**config.mk**
```make
export PLATFORM = sky130hd
export DESIGN_NAME = st7920_serial_receiver
export DESIGN_NICKNAME = d
export VERILOG_FILES = /design/src/rtl/st7920_serial_receiver.sv
export SDC_FILE = /design/constraint.sdc
export NUM_CORES = 1
export LEC_CHECK = 0
export CORE_ASPECT_RATIO = 0.6
export CORE_UTILIZATION = 48
export CTS_BUF_LIST = sky130_fd_sc_hd__clkbuf_16
export CTS_CLUSTER_SIZE = 16
export DETAILED_ROUTE_END_ITERATION = 8
export PLACE_DENSITY = 0.75
export SYNTH_ARGS = -nofsm -noshare
export SYNTH_HDL_FRONTEND = slang
export SYNTH_SLANG_ARGS = --single-unit
```
**constraint.sdc**
```tcl
create_clock -name sys_clk -period 1.9 [get_ports sys_clk]
set_clock_uncertainty 0.15 [all_clocks]
set_input_delay 0.38 -clock sys_clk [delete_from_list [all_inputs] [get_ports sys_clk]]
set_output_delay 0.38 -clock sys_clk [all_outputs]
set_load 0.01 [all_outputs]
```
**src/rtl/st7920_serial_receiver.sv**
```systemverilog
// ST7920 3-wire serial receiver: oversamples lcd_clk/lcd_data and decodes sync + two nibble bytes.
// Optional idle timeout for partial frames is enabled by defining ST7920_RX_TIMEOUT_EN.
//
// state | meaning
// ------+-------------------------------------------------------------
// HUNT  | sliding 8-bit window searching for sync 11111,RW,RS,0
// HI    | shifting the high-nibble byte (nibble + 4 zero bits)
// LO    | shifting the low-nibble byte, then publish or discard frame
module st7920_serial_receiver #(
  parameter int SYNC_STAGES    = 2,
  parameter int TIMEOUT_CYCLES = 100000
) (
  input  logic        sys_clk,
  input  logic        sys_rst_n_ms,
  input  logic        lcd_clk,
  input  logic        lcd_data,
  output logic        rx_valid,
  output logic [7:0]  rx_byte,
  output logic        rx_rs,
  output logic        rx_rw,
  output logic        frame_err,
  output logic        busy,
  output logic [15:0] rx_count,
  output logic [7:0]  err_count
);

  if (SYNC_STAGES < 2) begin : g_bad_sync
    $error("SYNC_STAGES must be at least 2");
  end
  if (TIMEOUT_CYCLES < 1) begin : g_bad_timeout
    $error("TIMEOUT_CYCLES must be at least 1");
  end

  typedef enum logic [1:0] {HUNT, HI, LO} state_t;

  state_t                 state, state_n;
  logic [SYNC_STAGES-1:0] clk_sync, data_sync;
  logic                   clk_prev;
  logic                   clk_s, data_s, bit_evt;
  logic [7:0]             sr, sr_n, shifted;
  logic [2:0]             bitcnt, bitcnt_n;
  logic [3:0]             hi, hi_n;
  logic                   hi_ok, hi_ok_n;
  logic                   f_rs, f_rs_n, f_rw, f_rw_n;
  logic                   rx_valid_n, frame_err_n;
  logic [7:0]             rx_byte_n;
  logic                   rx_rs_n, rx_rw_n;
  logic [15:0]            rx_count_n;
  logic [7:0]             err_count_n;
  logic                   timeout;

  assign clk_s   = clk_sync[SYNC_STAGES-1];
  assign data_s  = data_sync[SYNC_STAGES-1];
  assign bit_evt = clk_s & ~clk_prev;
  assign shifted = {sr[6:0], data_s};
  assign busy    = (state != HUNT);

`ifdef ST7920_RX_TIMEOUT_EN
  localparam int IDLE_W = $clog2(TIMEOUT_CYCLES + 1);

  logic [IDLE_W-1:0] idle_cnt, idle_cnt_n;

  // Counter only runs mid-frame; any bit event restarts the idle window.
  always_comb begin
    idle_cnt_n = '0;
    timeout    = 1'b0;
    if (state != HUNT && !bit_evt) begin
      if (idle_cnt == IDLE_W'(TIMEOUT_CYCLES - 1)) begin
        timeout = 1'b1;
      end else begin
        idle_cnt_n = idle_cnt + 1'b1;
      end
    end
  end

  always_ff @(posedge sys_clk or negedge sys_rst_n_ms) begin
    if (!sys_rst_n_ms) idle_cnt <= '0;
    else               idle_cnt <= idle_cnt_n;
  end
`else
  assign timeout = 1'b0;
`endif

  always_comb begin
    state_n     = state;
    sr_n        = sr;
    bitcnt_n    = bitcnt;
    hi_n        = hi;
    hi_ok_n     = hi_ok;
    f_rs_n      = f_rs;
    f_rw_n      = f_rw;
    rx_valid_n  = 1'b0;
    frame_err_n = 1'b0;
    rx_byte_n   = rx_byte;
    rx_rs_n     = rx_rs;
    rx_rw_n     = rx_rw;
    rx_count_n  = rx_count;
    err_count_n = err_count;

    if (timeout) begin
      state_n     = HUNT;
      sr_n        = 8'h00;
      bitcnt_n    = 3'd0;
      frame_err_n = 1'b1;
      if (err_count != 8'hFF) err_count_n = err_count + 8'd1;
    end else if (bit_evt) begin
      case (state)
        HUNT: begin
          sr_n = shifted;
          if (shifted[7:3] == 5'b11111 && !shifted[0]) begin
            f_rw_n   = shifted[2];
            f_rs_n   = shifted[1];
            bitcnt_n = 3'd0;
            state_n  = HI;
          end
        end
        HI: begin
          sr_n     = shifted;
          bitcnt_n = bitcnt + 3'd1;
          if (bitcnt == 3'd7) begin
            hi_n    = shifted[7:4];
            hi_ok_n = (shifted[3:0] == 4'h0);
            state_n = LO;
          end
        end
        LO: begin
          sr_n     = shifted;
          bitcnt_n = bitcnt + 3'd1;
          if (bitcnt == 3'd7) begin
            // Clearing the window keeps a frame's tail from aliasing into a sync.
            state_n = HUNT;
            sr_n    = 8'h00;
            if (hi_ok && shifted[3:0] == 4'h0) begin
              rx_valid_n = 1'b1;
              rx_byte_n  = {hi, shifted[7:4]};
              rx_rs_n    = f_rs;
              rx_rw_n    = f_rw;
              rx_count_n = rx_count + 16'd1;
            end else begin
              frame_err_n = 1'b1;
              if (err_count != 8'hFF) err_count_n = err_count + 8'd1;
            end
          end
        end
        default: begin
          state_n = HUNT;
          sr_n    = 8'h00;
        end
      endcase
    end
  end

  always_ff @(posedge sys_clk or negedge sys_rst_n_ms) begin
    if (!sys_rst_n_ms) begin
      clk_sync  <= '0;
      data_sync <= '0;
      clk_prev  <= 1'b0;
      state     <= HUNT;
      sr        <= 8'h00;
      bitcnt    <= 3'd0;
      hi        <= 4'h0;
      hi_ok     <= 1'b0;
      f_rs      <= 1'b0;
      f_rw      <= 1'b0;
      rx_valid  <= 1'b0;
      frame_err <= 1'b0;
      rx_byte   <= 8'h00;
      rx_rs     <= 1'b0;
      rx_rw     <= 1'b0;
      rx_count  <= 16'h0000;
      err_count <= 8'h00;
    end else begin
      clk_sync  <= {clk_sync[SYNC_STAGES-2:0], lcd_clk};
      data_sync <= {data_sync[SYNC_STAGES-2:0], lcd_data};
      clk_prev  <= clk_s;
      state     <= state_n;
      sr        <= sr_n;
      bitcnt    <= bitcnt_n;
      hi        <= hi_n;
      hi_ok     <= hi_ok_n;
      f_rs      <= f_rs_n;
      f_rw      <= f_rw_n;
      rx_valid  <= rx_valid_n;
      frame_err <= frame_err_n;
      rx_byte   <= rx_byte_n;
      rx_rs     <= rx_rs_n;
      rx_rw     <= rx_rw_n;
      rx_count  <= rx_count_n;
      err_count <= err_count_n;
    end
  end

endmodule

```
# Yosys cells after proc, flatten, opt, wreduce, memory -nomap -nowiden
# Index checks and enable logic that the tools add are counted.
[totals] regBits=60 elab_cells=62 inputBits=4 out_inout_bits=37
[op_classes] eq_ne=8 n_bitwise=3 n_reduce_logical=15 n_addsub=3 muxes=16
[op_table] op="adder 16 x 1 -> 16 bit (second input constant)" n=1
[op_table] op="case mux 7 bit (2 select lines)" n=1
[op_table] op="AND reduction 3 bit" n=3
[op_table] op="adder 8 x 1 -> 8 bit (second input constant)" n=1
[op_table] op="2-to-1 mux 1 bit" n=8
[op_table] op="!= test 8 bit (second input constant)" n=1
[op_table] op="AND reduction 4 bit" n=2
[op_table] op="2-to-1 mux 7 bit" n=1
[op_table] op="2-to-1 mux 2 bit" n=3
[op_table] op="!= test 2 bit (second input constant)" n=3
[op_table] op="case mux 2 bit (3 select lines)" n=1
[op_table] op="case mux 3 bit (2 select lines)" n=1
[op_table] op="equality test 5 bit (second input constant)" n=1
[op_table] op="AND reduction 5 bit" n=1
[op_table] op="zero test 4 bit" n=1
[op_table] op="nonzero test 2 bit" n=2
[op_table] op="OR reduction 2 bit" n=2
[op_table] op="adder 3 x 1 -> 3 bit (second input constant)" n=1
[op_table] op="equality test 3 bit (second input constant)" n=1
[op_table] op="2-to-1 mux 3 bit" n=1
[op_table] op="equality test 2 x 1 -> 1 bit (second input constant)" n=1
[op_table] op="equality test 2 bit (second input constant)" n=1
[op_table] op="logical AND 1 bit" n=2
[op_table] op="zero test 2 bit" n=1
[op_table] op="3 further kinds" n=4

# Logic depth before layout (Yosys ltp)
[depth] ltp_word=6 depth_mapped=8 mapped_depth_nobuf=6

# Worst setup path before layout
# No wires, ideal clock.
[synth_timing] kind="register to register" startpoint="reg bitcnt[0]" endpoint="reg err_count[1]" n_path_buf=0 stages_incl_launch_ff=7 period_less_slack_ns=1.991 arrival_ns=1.716 path_slack_ns=-0.091 required_ns=1.625 setup_time_ns=0.125 path_cell_list="dfrtp_1 -> ha_1 -> ha_1 -> and4b_4 -> a21boi_2 -> nand2_2 -> mux2_4"
[synth_between] elab_chain_len=2
[synth_lines] item="from (decl)" line="41" source="logic [2:0] bitcnt, bitcnt_n;"
[synth_lines] item="from (signal assigned)" line="178" source="bitcnt <= bitcnt_n;"
[synth_lines] item="equality test 3 bit" line="129" source="if (bitcnt == 3'd7) begin"
[synth_lines] item="AND reduction 5 bit (no line)"
[synth_lines] item="to (signal assigned)" line="189" source="err_count <= err_count_n;"
[synth_lines] item="to (decl)" line="24" source="output logic [7:0] err_count"
# No other way between the ends.
# A chain may end at the register's enable or synchronous reset.

# Worst setup path after layout
# Same ends and word-level chain as after synthesis.

==> impl_metrics.toml <==
[flow_run]
drv_cap = 0

[synth]
synth_area_sq_um = 2653
synth_cell_types = 37
ys.flop_type = "dfrtp_1"
syn_nets = 240
synth_edf_count = 0
ys_seq_area_share_pct = 56.60
yosys-top-cells-count = "dfrtp_1, nand2_1, xnor2_1"
synth_warnings = 0
yosysMostFrequentCell = "dfrtp_1"
synth-seq-cells = 60
synth.area.top_cells = "dfrtp_1, nand2_1, ha_1"
synth_area_leader_cell = "dfrtp_1"
avgSynthCellArea_sq_um = 11.74
synth_top_area_share_pct = 56.60
async_flop_share_pct = 100.0
netlist_instances = 226

[placed_design]
dp_hpwl_um = 3715
dp.cells = 344
preCtsSetupSlack_ns = -0.02057
place_congestion = 0.8661
dpl-instance-area_sq_um = 3278
port_buffers = 40

[detailed_routing]
drc_errors = 3
routed_via_density = 5.247
routed_wl_um = 5277
wl_per_cell_um = 14.46
first_pass_iters = 6
highest_layer = "met4"
routed-wl-met3_um = 352
drt_iter0_drc = 68
wl_met1_um = 2662
route.vias.total = 1915
wl_met2_um = 2215
antenna_left = 0

[pwr]
clockPowerShare_pct = 51.2
p_int_w = 0.002553
power.density_cell_area_nw_per_um2 = 890.3
swShare_pct = 21.60
power_switching_w = 0.0007032
p_comb_share_pct = 6.8
pwr-share-seq_pct = 42.0
peakVddDrop_uv = 572.0
p_leak_nw = 1.750

[sta]
setup_violations = 0
slew_headroom_pct = 73.97
hold_violations = 0
setup_ws_ns = 0.03249
period_needed_ns = 1.868
worst_slew_pin_slew_ns = 0.3883
min_period_over_period_pct = 98.29
fmax_mhz = 535.5
grt_setup_unrepaired = "true"
slew_violations = 0

[cts]
cts_root_buf = "clkbuf_16"
cts_buffer_depth = 2
clkSlewWorstSetupHoldPaths_ns = 0.05
worst_skew_pair.late_latency_ns = 0.32
cts_buffers = 9
cts.sinks = 60
cts_tree = "built"
cts_max_level = 3

[die]
initial_utilization_pct = 51.21
io_pins = 41
die_h_um = 59.58
num_rows = 20
die_w_um = 97.97
coreArea_sq_um = 5180
design.die.area_sq_um = 5837

[layout]
fin_util_pct = 70.60
layout.cells.non_filler = 365
final_cell_area_sq_um = 3657
fillers = 364
fin_nets = 308
drive_gt1_share_pct = 23.08
area_delta_synth_final_pct = 37.88
diodes = 0

[status]
status = "finished, violations left"
violations = "DRC"

[worst_setup_path]
cp.arrival_ns = 1.92
max_stage_delay_ns = 0.40
start_kind = "register"
path_max_fanout = 4
slowest_stage = "dfrtp_1"
crit_path_frequent_cell = "ha_4"
crit_path_end_kind = "register"
crit_chain = "ha_4, ha_4, and4b_4, a21boi_4, nand2_2, mux2_4"
required_ns = 1.96
crit_type = "reg -> reg"

[min_path]
hp-class = "reg -> reg"

[global_route]
antenna_found_initial = 0
grt_max_degree = 34
grt_pass1_wl_um = 8907
grt_overflow = 0
grt_pass1_vias = 1863
grt.total_usage_pct = 20.59
==> sequential cells by signal (all words and copies together), names as in the netlist, 2 cells and up <==
signal and cells:
data_sync 2, rx_count 16, state 2, bitcnt 3, err_count 8, sr 7, rx_byte 8, hi 4
clk_sync 2
==> layer usage <==
layer	global-route usage (%)	vias up
li1	-	923
met1	27.95	934
met2	29.68	52
met3	8.726	6
met4	7.143	0
met5	0	-
==> layout by cell type, fill, tap and decap left out, types with 4 or more instances in the layout <==
cell type and count:
a22o_1 5, and3_1 5, mux2_2 8, xnor2_1 11
nor3_2 8, clkdlybuf4s50_1 37, nor2_1 7, nand2_1 44
dfrtp_2 4, nand3_1 10, nand4_1 5, buf_4 18
nor2b_1 5, clkbuf_16 9, dfrtp_1 56, xor2_1 10
ha_1 7, inv_1 5
==> what timing repair did <==
action,in CTS,in global routing
resized for setup,3,10
hold buffers,1,0
endpoints found under the setup margin,9,28
setup buffers,1,3
endpoints found under the hold margin,14,0
pin swaps,1,1
==> final timing paths <==
check / cells after the start / slack [ns] / startpoint / to
max: 6 / 0.03 / bitcnt[0] / err_count[1]
min: 0 / 0.20 / data_sync[0] / data_sync[1]
max reg2reg: 6 / 0.03 / bitcnt[0] / err_count[1]
min reg2reg: 0 / 0.20 / data_sync[0] / data_sync[1]
max in group asynchronous: 3 / 0.71 / sys_rst_n_ms / rx_count[4]
min in group asynchronous: 2 / 0.36 / sys_rst_n_ms / err_count[5]
==> area by class of cell <==
type / instances / area [sq um] / share of cell area (%)
tap: 66 / 82.58 / 2.258
sequential: 60 / 1506 / 41.19
timing repair buffer: 61 / 583.1 / 15.94
inverter: 5 / 18.77 / 0.5132
multi-input combinational: 157 / 1159 / 31.68
clock buffer: 9 / 225.2 / 6.158
clock inverter: 7 / 82.58 / 2.258
==> stage by stage <==
step                      hold slack, ns  TNS (ns)  total power [W]
after floorplan                 -0.06559         0         0.001483
after detailed placement          0.1704  -0.07266         0.001596
after global routing              0.2127   -0.1212         0.003388
after CTS                         0.1956         0         0.003279
final                             0.1956         0         0.003256
after global placement            0.1681         0         0.001588
==> power groups by stage <==
stage / combinational (W) / sequential [W] / clock [W]
floorplan: 0.000106 / 0.00138 / 0
global placement: 0.000203 / 0.00138 / 0
detailed placement: 0.000210 / 0.00139 / 0
CTS: 0.000210 / 0.00137 / 0.00170
global route: 0.000246 / 0.00137 / 0.00177
finish: 0.000220 / 0.00137 / 0.00167
==> worst max-delay path: cells and delay by family, from the launching register on <==
| kind | cells | cell delay (ns) |
|---|---|---|
| AO/OA/AOI/OAI | 1 | 0.25 |
| adder cells (fa/ha/maj) | 2 | 0.30 |
| flip-flops | 1 | 0.40 |
| AND/OR/NAND/NOR | 2 | 0.36 |
| multiplexers | 1 | 0.30 |
==> logic make-up (layout without fill, tap and decap cells) <==
kind of cell / Yosys count / in the layout / share of synthesized area [%]
compound gates: 19 / 19 / 5.707
xor+xnor: 21 / 21 / 6.934
fa+ha+maj: 10 / 10 / 4.717
buf+inv: 9 / 82 / 1.462
flops: 60 / 60 / 56.60
mux: 9 / 9 / 3.962
simple gates: 98 / 98 / 20.61
No activity file was read; power rests on OpenSTA's default activity.
